**config.mk**
```make
export PLATFORM = sky130hd
export DESIGN_NAME = counter_bank
export DESIGN_NICKNAME = d
export VERILOG_FILES = /design/src/rtl/counter_bank_pkg.sv /design/src/rtl/counter_bank_channel.sv /design/src/rtl/counter_bank.sv
export SDC_FILE = /design/constraint.sdc
export NUM_CORES = 1
export LEC_CHECK = 0
export CORE_AREA = 2 2 107 109
export CTS_CLUSTER_DIAMETER = 30
export DETAILED_ROUTE_END_ITERATION = 10
export DIE_AREA = 0 0 109 111
export GPL_TIMING_DRIVEN = 0
export MAX_ROUTING_LAYER = met4
export SETUP_SLACK_MARGIN = 0.5
export SYNTH_ARGS = -nofsm -noshare
export SYNTH_HDL_FRONTEND = slang
export SYNTH_SLANG_ARGS = --single-unit
```
**constraint.sdc**
```tcl
create_clock -name aclk -period 2.2 [get_ports aclk]
set_clock_uncertainty 0.2 [all_clocks]
set_input_delay 0.22 -clock aclk [delete_from_list [all_inputs] [get_ports aclk]]
set_output_delay 0.22 -clock aclk [all_outputs]
set_load 0.02 [all_outputs]
```
**src/rtl/counter_bank_pkg.sv**
```systemverilog
// Shared definitions for the counter bank: overflow mode selectors and the
// per-cycle action decode that every channel uses to resolve its requests.
package counter_bank_pkg;

  // Overflow/underflow handling modes for the SATURATE parameter
  localparam int MODE_WRAP = 0;
  localparam int MODE_SAT  = 1;

  // The single action a channel takes on a given clock edge
  typedef enum logic [2:0] {
    ACT_HOLD,
    ACT_CLR,
    ACT_LOAD,
    ACT_INC,
    ACT_DEC
  } act_e;

  // Resolves the request lines into one action.
  // Priority is clr, then load, then a lone inc or dec.
  // inc and dec together cancel out and behave as a hold.
  function automatic act_e decode_action(input logic clr,
                                         input logic load,
                                         input logic inc,
                                         input logic dec);
    act_e act;
    act = ACT_HOLD;
    if (clr) begin
      act = ACT_CLR;
    end else if (load) begin
      act = ACT_LOAD;
    end else if (inc && !dec) begin
      act = ACT_INC;
    end else if (dec && !inc) begin
      act = ACT_DEC;
    end
    return act;
  endfunction

endpackage

```
**src/rtl/counter_bank_channel.sv**
```systemverilog
// One up/down counter with parallel load, wrap or saturate handling at the
// ends of the range, sticky overflow/underflow flags and a zero decode.
module counter_bank_channel
  import counter_bank_pkg::*;
#(
  parameter int WIDTH    = 8,
  parameter int SATURATE = MODE_WRAP
) (
  input  logic             aclk,
  input  logic             arstn,
  input  logic             clr,
  input  logic             load,
  input  logic [WIDTH-1:0] load_val,
  input  logic             inc,
  input  logic             dec,
  input  logic             flag_clr,
  output logic [WIDTH-1:0] cnt,
  output logic             ovf,
  output logic             udf,
  output logic             zero
);

  localparam logic [WIDTH-1:0] CNT_MAX  = {WIDTH{1'b1}};
  localparam logic [WIDTH-1:0] CNT_ZERO = {WIDTH{1'b0}};
  localparam logic [WIDTH-1:0] CNT_ONE  = {{(WIDTH-1){1'b0}}, 1'b1};
  localparam logic             SAT_MODE = (SATURATE == MODE_SAT);

  act_e             act;
  logic [WIDTH-1:0] cnt_nxt;
  logic             ovf_nxt;
  logic             udf_nxt;

  // Next count and flags; a flag set in this cycle overrides flag_clr,
  // while clr wipes everything including any flag set in the same cycle
  always_comb begin
    act     = decode_action(clr, load, inc, dec);
    cnt_nxt = cnt;
    ovf_nxt = ovf & ~flag_clr;
    udf_nxt = udf & ~flag_clr;
    unique case (act)
      ACT_CLR: begin
        cnt_nxt = CNT_ZERO;
        ovf_nxt = 1'b0;
        udf_nxt = 1'b0;
      end
      ACT_LOAD: begin
        cnt_nxt = load_val;
      end
      ACT_INC: begin
        if (cnt == CNT_MAX) begin
          ovf_nxt = 1'b1;
          cnt_nxt = SAT_MODE ? CNT_MAX : CNT_ZERO;
        end else begin
          cnt_nxt = cnt + CNT_ONE;
        end
      end
      ACT_DEC: begin
        if (cnt == CNT_ZERO) begin
          udf_nxt = 1'b1;
          cnt_nxt = SAT_MODE ? CNT_ZERO : CNT_MAX;
        end else begin
          cnt_nxt = cnt - CNT_ONE;
        end
      end
      default: begin
        cnt_nxt = cnt;
      end
    endcase
  end

  // Count and flag registers with asynchronous reset to an empty counter
  always_ff @(posedge aclk or negedge arstn) begin
    if (!arstn) begin
      cnt <= CNT_ZERO;
      ovf <= 1'b0;
      udf <= 1'b0;
    end else begin
      cnt <= cnt_nxt;
      ovf <= ovf_nxt;
      udf <= udf_nxt;
    end
  end

  assign zero = (cnt == CNT_ZERO);

endmodule

```
**src/rtl/counter_bank.sv**
```systemverilog
// Bank of NCH independent counters. This level only slices the packed
// buses and replicates the channel; there is no state shared between channels.
module counter_bank
  import counter_bank_pkg::*;
#(
  parameter int WIDTH    = 8,
  parameter int NCH      = 4,
  parameter int SATURATE = MODE_WRAP
) (
  input  logic                 aclk,
  input  logic                 arstn,
  input  logic [NCH-1:0]       clr,
  input  logic [NCH-1:0]       load,
  input  logic [NCH*WIDTH-1:0] load_val,
  input  logic [NCH-1:0]       inc,
  input  logic [NCH-1:0]       dec,
  input  logic [NCH-1:0]       flag_clr,
  output logic [NCH*WIDTH-1:0] cnt,
  output logic [NCH-1:0]       ovf,
  output logic [NCH-1:0]       udf,
  output logic [NCH-1:0]       zero
);

  for (genvar g = 0; g < NCH; g++) begin : g_ch
    counter_bank_channel #(
      .WIDTH    (WIDTH),
      .SATURATE (SATURATE)
    ) u_ch (
      .aclk     (aclk),
      .arstn    (arstn),
      .clr      (clr[g]),
      .load     (load[g]),
      .load_val (load_val[g*WIDTH +: WIDTH]),
      .inc      (inc[g]),
      .dec      (dec[g]),
      .flag_clr (flag_clr[g]),
      .cnt      (cnt[g*WIDTH +: WIDTH]),
      .ovf      (ovf[g]),
      .udf      (udf[g]),
      .zero     (zero[g])
    );
  end

endmodule

```
==> results.yml, run 1 <==
status:
  status: "finished, final reports clean"
setup_path:
  cp-end-kind: "primary output"
  r2r-start: "g_ch[3].u_ch.cnt[3]$_DFFE_PN0P_"
  critPathRequiredTime_ns: 1.78
  critPathKind: "flip-flop to primary output"
  path_max_fanout: 4
  worstSetupStartpoint: "g_ch[3].u_ch.cnt[0]$_DFFE_PN0P_"
  rr_endpoint: "g_ch[3].u_ch.cnt[5]$_DFFE_PN0P_"
  critPathLaunchType: "flip-flop"
  r2r_slack_ns: 0.15
  arrival_ns: 1.67
  worstRegToRegCells: 8
global_route:
  grt_max_degree: 25
  grt_usage: 0.198
  grt-ovfl-total: 0
  grt_pass1_vias: 4001
  grt_pass1_wl_um: 19100
  antenna_found_initial: 0
clocking:
  clk_path_buf_depth: 2
  clkTransAtPathRegs_ns: 0.06
  numCtsBuffers: 5
  clk_latency_ns: 0.28
  cts_root_buf: "clkbuf_16"
  htreeDepth: 2
  cts_num_sinks: 40
  cts_tree: "built"
timing:
  setup_viol_count_final: 0
  tightest_slew_ns: 0.649
  maxClockFrequency_mhz: 478
  fin_crit_sh: 0.950
  max_slew_margin: 0.565
  period_needed_ns: 2.09
  drv_slew: 0
  finalHoldViolCount: 0
  rsz0062_at_grt: "yes"
layout:
  drive_gt1_frac: 0.404
  n_antenna_cell: 0
  nets: 656
  area_growth_pct: 76.0
  final-instance-count-excl-fill: 735
  n_fill_cell: 983
  fin_util: 0.557
floorplanning:
  die-width_um: 109
  chipHeight_um: 111
  core_um2: 11100
  start_util: 0.317
  dieArea_um2: 12100
  ios: 98
  num_rows: 39
yosys:
  synth_area_um2: 3510
  synth_edf_count: 0
  syn_nets: 492
  ys_async_sr_fraction: 1.00
  synth_cell_types: 60
  synth_seq_cells: 40
  syn_avg_cell_area_um2: 8.21
  ys_warn_count: 0
  ys.flop_type: "dfrtp_1"
  ys_seq_area_frac: 0.285
  syn_inst: 427
placement:
  hpwlAfterDp_um: 7870
  place_congestion: 0.909
  portBuffers: 93
  placed_cells: 664
hold_path:
  hold-path-cell-count: 2
  worstHoldStart: "clr[3]"
  min_to: "g_ch[3].u_ch.cnt[3]$_DFFE_PN0P_"
  worstHoldPathType: "primary input to flip-flop"
drt:
  antenna_left: 0
  routed-via-count: 4003
  wire_per_inst_um: 16.5
  drt_iter0_markers: 143
  drt-vias-per-instance: 5.45
  post-route-drc-count: 0
  wl_um: 12100
  dr.pass1.iters: 4
pwr:
  leakage_nw: 2.63
  vdd.ir_drop.worst_mv: 0.541
  p_per_area_nw_per_um2: 687
job:
  max_cap_viol_count: 0
## sequential cells by signal (all words and copies together) (netlist names)
register       cells
g_ch.u_ch.ovf      4
g_ch.u_ch.udf      4
g_ch.u_ch.cnt     32
## placed cells by master, fill, tap and decap left out, types with 6 or more instances in the layout
cell type and count:
xor2_1 10, nand3_1 12, nand3b_1 8, nor4b_4 7, a21oi_1 16, nand2_1 29, ha_4 9, buf_4 51
clkdlybuf4s50_1 46, a22oi_1 10, nand4_1 9, buf_6 35, a21o_1 6, o21ai_2 10, clkbuf_8 8, dfrtp_1 17
xnor2_1 12, dlymetal6s2s_1 7, nor2b_1 8, a31oi_1 7, nor2_1 22, inv_1 10, o21ai_0 10, dlygate4sd2_1 35
o211ai_1 9, dfrtp_2 23
## stage by stage
stage | cell area, µm² | hold WS (ns) | TNS [ns] | worst slack, ns | power [mW]
after detailed placement | 4900 | -0.00104 | -3.57 | -0.352 | 2.77
after global placement | 4890 | 0.268 | -32.69 | -0.823 | 2.73
after global routing | 6170 | 0.189 | 0 | 0.0310 | 4.49
after CTS | 5740 | 0.193 | 0 | 0.116 | 3.98
final | 6170 | 0.174 | 0 | 0.110 | 4.24
after floorplan | 3780 | -0.276 | 0 | 0.331 | 2.17
## routing by layer
metal,share of wire,global-route usage,up-vias
met5,0,-,-
met2,0.51,0.335,120
li1,-,-,1918
met1,0.43,0.248,1947
met4,0.015,0.0504,0
met3,0.040,0.0229,18
## synth_stat cells, types with 4 or more instances
cell type,number,area (µm²)
a31oi_1,7,43.8
o21bai_1,4,30.0
clkbuf_1,22,82.6
nor3_1,9,45.0
dfrtp_1,40,1000
nand4_1,9,56.3
o31a_1,5,43.8
a22o_1,4,35.0
a32oi_1,4,35.0
o21a_1,5,37.5
buf_2,8,40.0
and3_1,7,43.8
o221ai_1,6,52.6
or3_1,7,43.8
a211o_1,4,35.0
nor2b_1,9,56.3
nand3_1,17,85.1
nor2_1,25,93.8
a21oi_1,21,105
o21ai_0,24,120
nor4b_1,5,43.8
a22oi_1,10,75.1
nor3b_1,6,45.0
inv_1,17,63.8
nor4_1,6,37.5
xor2_1,11,96.3
ha_1,11,138
nand2_1,30,113
xnor2_1,15,131
a21o_1,6,45.0
buf_4,12,90.1
nand3b_1,8,60.1
o211ai_1,9,67.6
## cell families after synthesis
| group | Yosys count | synth area share |
|---|---|---|
| simple gates | 159 | 0.274 |
| compound gates | 128 | 0.252 |
| buf+inv | 63 | 0.0838 |
| flops | 40 | 0.285 |
| xor+xnor | 26 | 0.0649 |
| fa+ha+maj | 11 | 0.0392 |
## how the worst max path moves through the flow
stage	to	slack, ns	cells past startpoint
after floorplan	g_ch[0].u_ch.cnt[6]$_DFFE_PN0P_	0.33	6
after global placement	g_ch[0].u_ch.cnt[4]$_DFFE_PN0P_	-0.82	1
after detailed placement	zero[3]	-0.35	5
after CTS	zero[3]	0.12	5
after global routing	zero[3]	0.03	5
final	zero[3]	0.11	7
## critical path, stage by stage, from the launching register on
cell and delay (ns):
dfrtp_2 0.40, clkbuf_8 0.14, inv_4 0.07, ha_4 0.13
inv_1 0.08, nor4b_4 0.30, buf_4 0.16, buf_6 0.10
## report_power, final
group	internal, mW	switching (mW)
clock	0.448	0.308
sequential	0.847	0.115
combinational	1.30	1.22
## timing repair
item	4_1_cts	5_1_grt
pin swaps	39	42
buffers inserted	46	16
resized for setup	145	77
hold endpoints to repair	16	0
setup endpoints to repair	68	48
hold buffers	1	0
## layout make-up
class | count | area [µm²] | share of cell area
well taps | 143 | 179 | 0.0290
plain buffers | 46 | 420 | 0.0681
clock inverters | 2 | 10.0 | 0.00162
clock buffers | 6 | 139 | 0.0225
repair buffers | 157 | 1490 | 0.242
inverters | 17 | 73.8 | 0.0120
multi-input cells | 324 | 2830 | 0.458
flip-flops and latches | 40 | 1030 | 0.167
Power figures use the tool's default switching activity.
==> inputs of run 2 (changes only) <==
- ABC_AREA: unset -> 1
- CORE_AREA: 2 2 107 109 -> 2 2 109 111
- DIE_AREA: 0 0 109 111 -> 0 0 111 113
- GPL_TIMING_DRIVEN: 0 -> unset
==> run 2 against run 1 <==
Against the previous run: synthesized area is 4.9% higher; final cell count is 15% higher; sequential cell count stayed put; clock power up 2%; global-route usage decreased by 1.1 points; sequential share of layout area up 2.3 points; first-iteration DRC count up 49%; critical path type is now flip-flop to flip-flop; critical endpoint is now g_ch[3].u_ch.cnt[2]$_DFFE_PN0P_; largest power group unchanged.
==> results.yml, run 2 <==
layout:
  nets: 765
  largest_reg_flops: 32
  reg_top3: "g_ch.u_ch.cnt x32, g_ch.u_ch.ovf x4, g_ch.u_ch.udf x4"
  fin_util: 0.472
  area_growth_pct: 44.5
  n_fill_cell: 1147
  regArea_um2: 1010
  finish.instance_area_um2: 5320
  layout_commonest_cell: "nand2_1"
  layout_common_cells: "171 x nand2_1, 73 x nand3_1, 56 x inv_1"
  drive_gt1_frac: 0.205
  largest-register: "g_ch.u_ch.cnt"
  n_antenna_cell: 0
  multiInputGateArea_um2: 2370
placement:
  dpl_cell_area_um2: 4800
  portBuffers: 97
  place_congestion: 0.920
  hpwlAfterDp_um: 8470
pwr:
  leakage_nw: 2.67
  p_per_area_nw_per_um2: 525
  vdd.ir_drop.worst_mv: 0.289
setup_path:
  path_buf_inv: 6
  cp_top_family: "buffers and inverters"
  crit_slowest_cell: "dfrtp_2"
  path_max_fanout: 3
  cp-end-kind: "flip-flop"
  arrival_ns: 1.75
  critPathMaxStageDelay_ns: 0.39
  crit_chain: "inv_4 -> ha_4 -> inv_2 -> nor2_4 -> buf_4 -> buf_4 -> buf_4 -> buf_4 -> o21ai_1 -> nand4_1"
  critPathKind: "flip-flop to flip-flop"
  path_common_cell: "buf_4"
  critPathRequiredTime_ns: 2.16
  critPathLaunchType: "flip-flop"
yosys:
  ys_seq_area_frac: 0.272
  ys_async_sr_fraction: 1.00
  synth_seq_cells: 40
  yosys.cell_count.top_type: "nand2_1"
  synth_top_area_cell: "dfrtp_1"
  ys.flop_type: "dfrtp_1"
  syn_inst: 570
  syn_nets: 635
  synth_cell_types: 33
  synth_area_um2: 3680
  netlist_top_cells_count: "176 x nand2_1, 75 x nand3_1, 69 x inv_1"
  yosysTopAreaCellShare: 0.272
  syn_avg_cell_area_um2: 6.45
  synth.area.top_cells: "dfrtp_1 27%, nand2_1 18%, nand3_1 10%"
  synth_edf_count: 0
  ys_warn_count: 0
global_route:
  grt_pass1_wl_um: 18900
  grt_usage: 0.186
  grt-ovfl-total: 0
  antenna_found_initial: 0
  grt_pass1_vias: 3979
  grt_max_degree: 41
clocking:
  cts_num_sinks: 40
  cts_tree: "built"
  numCtsBuffers: 5
  clkTransAtPathRegs_ns: 0.06
  htreeDepth: 2
  cts_root_buf: "clkbuf_16"
  clk_latency_ns: 0.29
  clk_path_buf_depth: 2
timing:
  finalHoldViolCount: 0
  maxClockFrequency_mhz: 560
  period_needed_ns: 1.79
  setup_viol_count_final: 0
  rsz0062_at_grt: "yes"
  fin_crit_sh: 0.812
  drv_slew: 0
  tightest_slew_ns: 0.557
  max_slew_margin: 0.629
  setup_tns_ns: 0
drt:
  drt_iter0_markers: 213
  routed-via-count: 4237
  wire_per_inst_um: 13.9
  antenna_left: 0
  wl_um: 11700
  dr.pass1.iters: 5
  drt-vias-per-instance: 5.02
  post-route-drc-count: 0
status:
  status: "finished, final reports clean"
floorplanning:
  ios: 98
  start_util: 0.326
  dieArea_um2: 12500
  num_rows: 39
  die-width_um: 111
  core_um2: 11300
  chipHeight_um: 113
job:
  max_cap_viol_count: 0
hold_path:
  worstHoldPathType: "primary input to flip-flop"
run 2: cell count changes after synthesis, moves of 9 or more:
cell,before,now
a21boi_0,0,13
a21oi_1,21,12
clkbuf_1,22,0
inv_1,17,69
nand2_1,30,176
nand3_1,17,75
nand4_1,9,30
nor2_1,25,41
nor2_2,0,12
nor2b_1,9,0
xnor2_1,15,1
xor2_1,11,2
run 2: worst register-to-register path: cells and delay by family (launching register included):
family / cells / cell delay [ns]
AOI/OAI and AO/OA: 1 / 0.15
adders and majority gates: 1 / 0.16
buffers and inverters: 6 / 0.64
DFF: 1 / 0.39
and+or+nand+nor: 2 / 0.15
run 2: path summary, 6_finish.rpt:
kind	end	slack [ns]	cells past startpoint	start
worst max-delay path	g_ch[3].u_ch.cnt[2]$_DFFE_PN0P_	0.41	10	g_ch[3].u_ch.cnt[0]$_DFFE_PN0P_
worst min-delay path	g_ch[3].u_ch.cnt[0]$_DFFE_PN0P_	0.31	3	load_val[24]
max in group asynchronous	g_ch[2].u_ch.cnt[5]$_DFFE_PN0P_	1.04	3	arstn
worst min register to register	g_ch[0].u_ch.udf$_DFF_PN0_	0.31	2	g_ch[0].u_ch.udf$_DFF_PN0_
worst max register to register	g_ch[3].u_ch.cnt[2]$_DFFE_PN0P_	0.41	10	g_ch[3].u_ch.cnt[0]$_DFFE_PN0P_
min in group asynchronous	g_ch[3].u_ch.cnt[7]$_DFFE_PN0P_	0.35	3	arstn
run 2: layout make-up:
cell class,count,share of cell area
multi-input cells,434,0.447
well taps,143,0.0337
flip-flops and latches,40,0.190
inverters,70,0.0511
repair buffers,149,0.250
clock inverters,2,0.00188
clock buffers,6,0.0261
run 2: kinds of logic after synthesis:
logic type / synth area share
AO/OA/AOI/OAI: 0.109
adder cells (fa/ha/maj): 0.0374
AND/OR/NAND/NOR: 0.449
buffers and inverters: 0.126
flip-flops: 0.272
XOR/XNOR: 0.00714
run 2: power breakdown:
part	internal [mW]	leakage, nW	switching, mW
sequential	0.798	0.520	0.0779
clock	0.448	0.0766	0.320
combinational	0.499	2.08	0.647
total	1.75	2.67	1.04
run 2: per-layer routing:
metal / vias up / track usage / share of wire
met3: 20 / 0.0284 / 0.068
met5: - / - / 0
li1: 2113 / - / -
met4: 0 / 0.0567 / 0.020
met1: 1949 / 0.231 / 0.42
met2: 155 / 0.316 / 0.49
run 2: timing repair:
action                                  in CTS  in global routing
resized for setup                           81                 44
buffers inserted                            14                 14
pin swaps                                    6                 11
hold endpoints to repair                    40                  0
hold buffers                                 1                  0
endpoints found under the setup margin      41                 36
run 2: per-stage QoR:
stage	total power, mW	setup slack [ns]	cells	hold slack, ns
detailed placement	1.91	0.103	807	0.142
global placement	1.90	0.142	807	0.144
floorplan	1.50	0.501	570	-0.276
global route	2.97	0.360	844	0.359
CTS	2.74	0.318	830	0.310
finish	2.79	0.414	844	0.307
==> inputs of run 3 (changes only) <==
- clock period: 2.2 -> 1.85 ns (I/O delays scaled with it)
==> run 3 against run 2 <==
Against the previous run: register-to-register slack worse by 0.26 ns; largest power group unchanged; die area stayed put; combinational power is 61% higher.
==> results.yml, run 3 (synthesis results as in run 2) <==
setup_path:
  cp-end-kind: "primary output"
  r2r-start: "g_ch[3].u_ch.cnt[0]$_DFFE_PN0P_"
  path_max_fanout: 3
  critPathKind: "flip-flop to primary output"
  critPathLaunchType: "flip-flop"
  rr_endpoint: "g_ch[3].u_ch.cnt[0]$_DFFE_PN0P_"
  r2r_slack_ns: 0.15
  arrival_ns: 1.36
  critPathRequiredTime_ns: 1.46
  worstRegToRegCells: 12
hold_path:
  hold-path-cell-count: 4
  min_to: "g_ch[1].u_ch.udf$_DFF_PN0_"
  worstHoldPathType: "primary input to flip-flop"
  worstHoldStart: "clr[1]"
floorplanning:
  core_um2: 11300
  dieArea_um2: 12500
  chipHeight_um: 113
  num_rows: 39
  start_util: 0.326
  die-width_um: 111
  ios: 98
pwr:
  leakage_nw: 3.01
  vdd.ir_drop.worst_mv: 0.370
  p_per_area_nw_per_um2: 594
global_route:
  antenna_found_initial: 0
  grt_pass1_vias: 4350
  grt_max_degree: 41
  grt-ovfl-total: 0
  grt_usage: 0.204
  grt_pass1_wl_um: 20600
drt:
  top_layer: "met4"
  routed-via-count: 4539
  post-route-drc-count: 0
  drt_iter0_markers: 245
  dr.pass1.iters: 5
  wl_um: 12800
  wl_met3_um: 585
  antenna_left: 0
  drt-met1-wl_um: 5860
  wl_met2_um: 6270
  wire_per_inst_um: 14.3
  drt-vias-per-instance: 5.05
layout:
  fin_util: 0.569
  nets: 820
  drive_gt1_frac: 0.431
  n_fill_cell: 1066
  finish.instance_area_um2: 6410
  largest_reg_flops: 32
  n_antenna_cell: 0
  regArea_um2: 1030
  largest-register: "g_ch.u_ch.cnt"
  layout_common_cells: "154 x nand2_1, 77 x buf_6, 63 x buf_4"
  area_growth_pct: 74.2
  reg_top3: "g_ch.u_ch.cnt x32, g_ch.u_ch.ovf x4, g_ch.u_ch.udf x4"
  multiInputGateArea_um2: 2780
  layout_commonest_cell: "nand2_1"
  final-instance-count-excl-fill: 899
clocking:
  numCtsBuffers: 5
  cts_tree: "built"
  htreeDepth: 2
  clkTransAtPathRegs_ns: 0.07
  cts_num_sinks: 40
  cts_root_buf: "clkbuf_16"
  clk_path_buf_depth: 2
  clk_latency_ns: 0.29
placement:
  hpwlAfterDp_um: 9150
  dpl_cell_area_um2: 5360
  dp_slack_ns: -0.135
  placed_cells: 838
  portBuffers: 97
  place_congestion: 0.901
timing:
  fin_crit_sh: 0.946
  setup_tns_ns: 0
  maxClockFrequency_mhz: 572
  drv_slew: 0
  rsz0062_at_grt: "yes"
  max_slew_margin: 0.789
  finalHoldViolCount: 0
  tightest_slew_ns: 0.317
  setup_ws_ns: 0.101
  period_needed_ns: 1.75
  setup_viol_count_final: 0
job:
  max_cap_viol_count: 0
status:
  status: "finished, final reports clean"
==> run 3: changes by cell type in the layout (fill, tap and decap cells not counted), sizes merged <==
cell and delta:
dlygate4sd2 -30, buf +89, clkdlybuf4s50 -6, dlymetal6s2s -2
clkbuf +2, clkdlybuf4s15 +2
==> run 3: how the worst max path moves through the flow <==
stage	start	endpoint	slack, ns	cells after the start
after floorplan	g_ch[3].u_ch.cnt[0]$_DFFE_PN0P_	zero[3]	0.27	7
after global placement	g_ch[3].u_ch.cnt[1]$_DFFE_PN0P_	zero[3]	-0.10	7
after detailed placement	g_ch[3].u_ch.cnt[1]$_DFFE_PN0P_	zero[3]	-0.13	7
after CTS	g_ch[3].u_ch.cnt[0]$_DFFE_PN0P_	zero[3]	0.08	7
after global routing	g_ch[3].u_ch.cnt[0]$_DFFE_PN0P_	zero[3]	0.04	7
final	g_ch[3].u_ch.cnt[0]$_DFFE_PN0P_	zero[3]	0.10	7
==> run 3: cell type report <==
cell class | count | area share
Sequential cell | 40 | 0.161
Tap cell | 143 | 0.0279
Clock buffer | 6 | 0.0217
Clock inverter | 2 | 0.00156
Inverter | 70 | 0.0463
Multi-Input combinational cell | 434 | 0.433
Timing Repair Buffer | 204 | 0.309
==> run 3: report_power, final <==
part	internal (mW)	switching (mW)	leakage, nW	total (mW)
clock network	0.534	0.391	0.0766	0.925
registers	0.956	0.0774	0.497	1.03
logic	0.897	0.950	2.43	1.85
total	2.39	1.42	3.01	3.81
==> run 3: layer usage <==
layer,up-vias,GRT usage
li1,2227,-
met1,2165,0.259
met2,134,0.340
met3,13,0.0337
met4,0,0.0508
met5,-,-
==> run 3: repair_timing <==
item                                    4_1_cts  5_1_grt
buffers inserted                             35       17
resized for setup                           309       74
endpoints found under the setup margin       82       80
pin swaps                                    36       35
hold buffers                                  1        0
hold endpoints to repair                     40        0
==> run 3: stage by stage <==
stage | power, mW | hold slack (ns)
global placement | 2.50 | -0.0201
global route | 4.01 | 0.132
CTS | 3.68 | 0.226
floorplan | 1.94 | -0.311
finish | 3.81 | 0.107
detailed placement | 2.51 | -0.0131
==> run 3: worst max-delay path, stage by stage, from the launching register on <==
cell and delay [ns]:
dfrtp_2 0.41, inv_2 0.08, ha_4 0.13, inv_2 0.04, nor2_4 0.11, nand2_2 0.09, nor2_4 0.10, buf_6 0.12
